File: config.mk
export PLATFORM = sky130hd
export DESIGN_NAME = mem_port_arbiter
export DESIGN_NICKNAME = d
export VERILOG_FILES = /design/src/rtl/mem_port_arbiter.sv
export SDC_FILE = /design/constraint.sdc
export NUM_CORES = 1
export LEC_CHECK = 0
export ABC_AREA = 1
export CAP_MARGIN = 20
export CORE_MARGIN = 1
export CORE_UTILIZATION = 47
export DETAILED_ROUTE_END_ITERATION = 8
export PLACE_DENSITY = 0.86
export SYNTH_ARGS = -nofsm -noshare
export SYNTH_HDL_FRONTEND = slang
export SYNTH_SLANG_ARGS = --single-unit
File: constraint.sdc
create_clock -name i_clk -period 3.5 [get_ports i_clk]
set_clock_uncertainty 0.2 [all_clocks]
set_input_delay 0.7 -clock i_clk [delete_from_list [all_inputs] [get_ports i_clk]]
set_output_delay 0.7 -clock i_clk [all_outputs]
set_load 0.02 [all_outputs]
File: src/rtl/mem_port_arbiter.sv
// Shares one single-port memory between instruction fetch and data access, one transaction at a
// time. Define MEM_ARB_FAIR_EN to bound how long fetches can be starved by data accesses.
module mem_port_arbiter #(
    parameter int unsigned AW         = 32,
    parameter int unsigned DW         = 32,
    parameter int unsigned MEM_LAT    = 1,
    parameter int unsigned STARVE_MAX = 4
) (
    input  logic          i_clk,
    input  logic          i_rst,
    input  logic          i_if_req,
    input  logic [AW-1:0] i_if_addr,
    output logic          o_if_ack,
    output logic [DW-1:0] o_if_rdata,
    input  logic          i_dm_req,
    input  logic          i_dm_we,
    input  logic [AW-1:0] i_dm_addr,
    input  logic [DW-1:0] i_dm_wdata,
    output logic          o_dm_ack,
    output logic [DW-1:0] o_dm_rdata,
    output logic          o_mem_en,
    output logic          o_mem_we,
    output logic [AW-1:0] o_mem_addr,
    output logic [DW-1:0] o_mem_wdata,
    input  logic [DW-1:0] i_mem_rdata,
    output logic          o_busy
);

    localparam int unsigned CntW = $clog2(MEM_LAT + 1);

    typedef enum logic [1:0] {
        StIdle,
        StIssue,
        StWait,
        StDone
    } state_e;

    state_e          r_state;
    state_e          w_state_nxt;
    logic            w_if_wins;
    logic            w_grant_if;
    logic            w_grant_dm;
    logic            w_cnt_last;
    logic            w_busy;

    logic            r_win_dm;
    logic            r_we;
    logic [AW-1:0]   r_addr;
    logic [DW-1:0]   r_wdata;
    logic [CntW-1:0] r_cnt;
    logic [DW-1:0]   r_if_rdata;
    logic [DW-1:0]   r_dm_rdata;

`ifdef MEM_ARB_FAIR_EN
    localparam logic [2:0] StarveLim = 3'(STARVE_MAX);

    // Consecutive arbitrations the fetch side has lost while it was requesting.
    logic [2:0] r_loss;

    always_ff @(posedge i_clk or negedge i_rst) begin
        if (!i_rst) begin
            r_loss <= 3'd0;
        end else if (w_grant_if) begin
            r_loss <= 3'd0;
        end else if (w_grant_dm && i_if_req && (r_loss != 3'd7)) begin
            r_loss <= r_loss + 3'd1;
        end
    end

    assign w_if_wins = i_if_req && (!i_dm_req || (r_loss >= StarveLim));
`else
    logic w_unused_starve;
    assign w_unused_starve = (STARVE_MAX != 0);

    // Data side always wins: it belongs to the older instruction in the pipe.
    assign w_if_wins = i_if_req && !i_dm_req;
`endif

    assign w_cnt_last = (r_cnt == CntW'(1));

    always_ff @(posedge i_clk or negedge i_rst) begin
        if (!i_rst) begin
            r_state <= StIdle;
        end else begin
            r_state <= w_state_nxt;
        end
    end

    always_comb begin
        w_state_nxt = r_state;
        w_grant_if  = 1'b0;
        w_grant_dm  = 1'b0;
        unique case (r_state)
            StIdle: begin
                if (w_if_wins) begin
                    w_grant_if  = 1'b1;
                    w_state_nxt = StIssue;
                end else if (i_dm_req) begin
                    w_grant_dm  = 1'b1;
                    w_state_nxt = StIssue;
                end
            end
            StIssue: w_state_nxt = StWait;
            StWait: begin
                if (w_cnt_last) begin
                    w_state_nxt = StDone;
                end
            end
            StDone:  w_state_nxt = StIdle;
            default: w_state_nxt = StIdle;
        endcase
    end

    always_ff @(posedge i_clk or negedge i_rst) begin
        if (!i_rst) begin
            r_win_dm   <= 1'b0;
            r_we       <= 1'b0;
            r_addr     <= '0;
            r_wdata    <= '0;
            r_cnt      <= '0;
            r_if_rdata <= '0;
            r_dm_rdata <= '0;
        end else begin
            if (w_grant_if) begin
                r_win_dm <= 1'b0;
                r_we     <= 1'b0;
                r_addr   <= i_if_addr;
                r_wdata  <= '0;
            end else if (w_grant_dm) begin
                r_win_dm <= 1'b1;
                r_we     <= i_dm_we;
                r_addr   <= i_dm_addr;
                r_wdata  <= i_dm_wdata;
            end

            if (r_state == StIssue) begin
                r_cnt <= CntW'(MEM_LAT);
            end else if (r_state == StWait) begin
                r_cnt <= r_cnt - CntW'(1);
                // Memory data is valid in the last wait cycle; stores report zero.
                if (w_cnt_last) begin
                    if (r_win_dm) begin
                        r_dm_rdata <= r_we ? '0 : i_mem_rdata;
                    end else begin
                        r_if_rdata <= i_mem_rdata;
                    end
                end
            end
        end
    end

    assign w_busy      = (r_state != StIdle);
    assign o_busy      = w_busy;
    assign o_mem_en    = (r_state == StIssue);
    assign o_mem_we    = (r_state == StIssue) && r_we;
    assign o_mem_addr  = w_busy ? r_addr : '0;
    assign o_mem_wdata = w_busy ? r_wdata : '0;
    assign o_if_ack    = (r_state == StDone) && !r_win_dm;
    assign o_dm_ack    = (r_state == StDone) && r_win_dm;
    assign o_if_rdata  = r_if_rdata;
    assign o_dm_rdata  = r_dm_rdata;

endmodule

### Yosys cells after proc, flatten, opt, wreduce, memory -nomap -nowiden

Cells that the tools add are included.

| cells by class | value |
|---|---|
| add/sub/neg operators | 1 |
| equality and inequality tests | 5 |
| mux-type cells | 22 |
| bitwise gates (word level) | 2 |
| reduce and logical (&&, ||, !) cells | 13 |

Operator list:

| operator | count |
|---|---|
| $mux 32 | 7 |
| $mux 1 | 11 |
| $pmux 2 s4 | 1 |
| $reduce_and 4->1 | 2 |
| $mux 2 | 3 |
| $reduce_bool 2->1 | 3 |
| $eq 2x2->1 const B | 2 |
| $logic_and 1x1->1 | 4 |
| $ne 3x3->1 const B | 1 |
| $eq 2x1->1 const B | 1 |
| $logic_not 1->1 | 2 |
| $logic_not 2->1 | 1 |
| $ne 2x2->1 const B | 1 |
| $not 1->1 | 2 |
| $reduce_and 2->1 | 1 |
| $sub 1x1->1 const B | 1 |

| storage, ports and cells | value |
|---|---|
| register bits after elaboration | 133 |
| input bits | 133 |
| output and inout bits | 133 |
| word-level logic and storage cells | 51 |

### Logic depth before layout (Yosys ltp)

| depth | value |
|---|---|
| word-level depth | 6 |
| gate-level depth with buffers | 8 |
| depth with buffers taken out | 7 |

### Worst setup path before layout

No wires, ideal clock.

| path | value |
|---|---|
| kind | reg-to-output |
| from | register r_state[0] |
| to | output port o_mem_addr[25] |
| arrival time | 1.448 ns |
| data required time | 2.600 ns |
| path slack | 1.152 ns |
| stages on the path, launching flop included | 7 |
| path buffers | 3 |
| path through | dfrtp_1 -> inv_1 -> ha_1 -> buf_2 -> buf_2 -> buf_2 -> nor2_1 |

| on the way | value |
|---|---|
| word-level cells in the longest chain between the ends | 2 |

Ends and longest elaborated chain:

| what | line | RTL |
|---|---|---|
| from (decl) | 38 | `state_e r_state;` |
| from (signal assigned) | 83 | `r_state <= StIdle;` |
| from (signal assigned) | 85 | `r_state <= w_state_nxt;` |
| $reduce_bool 2->1 | 152 | `assign w_busy = (r_state != StIdle);` |
| $mux 32 | 156 | `assign o_mem_addr = w_busy ? r_addr : '0;` |
| to (decl) | 23 | `output logic [AW-1:0] o_mem_addr,` |

Every way passes these cells.

### Worst setup path in the final report

| path | value |
|---|---|
| from | register r_state[0] |
| to | output port o_mem_addr[19] |

Same word-level chain as after synthesis.

==> impl_metrics.csv <==
group,metric,value,unit
yosys,syn_avg_cell_area,7.771,um^2
hold_path,worstHoldPathType,"input port to asynchronous set/reset pin",
sta,finalCritPeriodShare,0.9327,
drt,vias,6280,
floorplanning,placementRows,42,
worst_setup_path,rr_worst_depth,7,
worst_setup_path,rr_startpoint,"r_state[1]",
clock_tree,cts_root_buf,"clkbuf_16",
drt,drtIter0Drc,438,
global_routing,grt_pass1_wl,30790,um
sta,report.final.slew_viol_count,0,
drt,routed_wl,19050,um
drt,postRouteAntennaNets,0,
sta,clock.fmax,306.3,MHz
worst_setup_path,rrSetupSlack,920,ps
sta,rsz0062_at_grt,"false",
worst_setup_path,cp_cell_sequence,"inv_1 > ha_4 > buf_4 > nor2_1 > clkdlybuf4s50_1",
final_layout,layout-drive-gt1-share,0.04483,
clock_tree,cts_sinks,133,
drt,viasPerCell,4.949,
floorplanning,core,13450,um^2
yosys,yosysSeqAreaShare,0.5069,
worst_setup_path,timing.rr.end,"o_dm_rdata[8]",
pwr,vdd_drop_max,0.4575,mV
worst_setup_path,slowest_stage,"clkdlybuf4s50_1",
worst_setup_path,end_kind,"output pin",
sta,tns,0,ps
yosys,syn_inst,845,
drt,first_pass_iters,7,
clock_tree,clockBufferDepth,2,
floorplanning,die-height,120.2,um
yosys,synth_cell_types,23,
floorplanning,die_w,120.2,um
worst_setup_path,startpoint_type,"flip-flop",
yosys,syn-cell-area,6566,um^2
floorplanning,dieArea,14450,um^2
placed_design,hpwl,12900,um
yosys,synth.top_cell.area_share,0.5069,
global_routing,grt_pass1_vias,6159,
clock_tree,clk_latency,410,ps
pwr,leakagePower,0.004901,uW
placed_design,dpl_cell_area,9233,um^2
yosys,yosys.area.top_type,"dfrtp_1",
clock_tree,post_cts_resized,0,
sta,finalWorstSetupSlack,235.4,ps
final_layout,layout.cells.most_common,"clkdlybuf4s50_1",
yosys,ys_ff_latch,133,
worst_setup_path,crit_arrival,2360,ps
clock_tree,numCtsBuffers,17,
final_layout,final_cell_mix,"clkdlybuf4s50_1, inv_1, nand2_1",
global_routing,antenna_found_initial,0,
yosys,syn_nets,984,
global_routing,overflow,0,
sta,finalHoldViolCount,0,
worst_setup_path,crit_fanout,33,
global_routing,grt_use_total,0.2725,
worst_setup_path,crit_path_max_incr_delay,550,ps
worst_setup_path,required,2600,ps
floorplanning,initial_core_util,0.4881,
floorplanning,pin_count,266,
placed_design,post-place-ws,667.8,ps
sta,worstMarginPinSlew,823.4,ps
clock_tree,post_cts.repair.setup_buffers,0,
sta,slew_headroom,0.4498,
drt,wl_per_cell,15.01,um
yosys,synthTopCellsByArea,"dfrtp_1, inv_1, nand2_1",
final_layout,antennaDiodeCount,0,
clock_tree,hold_buffers,0,
yosys,ys_warn_count,0,
placed_design,port_buffers,265,
clock_tree,htree_levels,4,
worst_setup_path,crit_type,"flip-flop to output pin",
sta,hold_ws,105.6,ps
drt,drc,0,
final_layout,area_growth,48.99,%
pwr,powerDensity,934.3,nW/um^2
sta,fin_crit,3265,ps
flow_run,drv_cap,0,
run_status,outcome,"complete, no violations",
final_layout,fin_nets,1222,
clock_tree,clkTransAtPathRegs,50,ps
placed_design,gp_congestion,0.8405,
clock_tree,cts_tree,"built",
sta,setup_viol_count_final,0,
global_routing,grt_max_degree,83,
final_layout,design_area,9783,um^2
-- kinds of logic (layout without fill, tap and decap cells) --
logic type / after synthesis / in the layout / synth area share
compound gates: 101 / 101 / 0.07698
fa+ha+maj: 6 / 6 / 0.01143
buf+inv: 231 / 479 / 0.1482
flops: 133 / 133 / 0.5069
simple gates: 374 / 374 / 0.2565
-- flip-flops by register name, indices dropped and copies added, names as in the netlist --
register    cells
r_wdata        32
r_state         2
o_dm_rdata     32
r_cnt           1
r_we            1
r_win_dm        1
r_addr         32
o_if_rdata     32
-- report_power, final --
group	switching, uW	internal (uW)	leakage [uW]
sequential	378	2280	0.00164
combinational	2830	2050	0.00300
clock	604	995	0.000262
-- critical path: cells and delay by family (launching register included) --
family        cells  cell delay (ps)
fa+ha+maj         1              400
buf+inv           3             1070
flops             1              410
simple gates      1               90
-- per-stage QoR --
stage | instances | utilization | power (uW)
after global placement | 1239 | 0.6863 | 7398
after floorplan | 845 | - | 5344
final | 1269 | 0.7272 | 9140
after global routing | 1269 | 0.7272 | 9727
after detailed placement | 1239 | 0.6863 | 7512
after CTS | 1268 | 0.7252 | 9154
-- layout make-up --
type | instances | area (um^2)
Fill cell | 1037 | 3670
Sequential cell | 133 | 3328
Timing Repair Buffer | 276 | 2781
Multi-Input combinational cell | 481 | 2277
Inverter | 174 | 653.1
Clock buffer | 23 | 467.9
Tap cell | 176 | 220.2
Clock inverter | 6 | 55.05
-- worst max path at each step --
stage / start / to / slack, ps / depth (start not counted)
3_3_place_gp: r_state[0] / o_mem_addr[24] / 740 / 5
5_1_grt: r_state[0] / o_mem_addr[9] / 90 / 5
2_1_floorplan: r_state[0] / o_mem_addr[25] / 1150 / 6
4_1_cts: r_state[0] / o_mem_addr[19] / 220 / 5
3_5_place_dp: r_state[0] / o_mem_addr[19] / 670 / 5
6_report: r_state[0] / o_mem_addr[19] / 240 / 5
-- cells in the mapped netlist (all sizes together) --
cell type,number
or2,1
nor2,69
buf,32
ha,6
o21ai,100
clkbuf,25
a21oi,1
nand4,33
inv,174
nand3,98
dfrtp,133
nand2,173
-- per-layer routing --
layer  global-route usage  up-vias  share of wire
met4               0.1453        0          0.042
li1                     -     3074              -
met3              0.05047       53          0.061
met1               0.3422     2894           0.42
met5                    0        -              0
met2               0.4468      259           0.48
No activity file was read; power rests on OpenSTA's default activity.
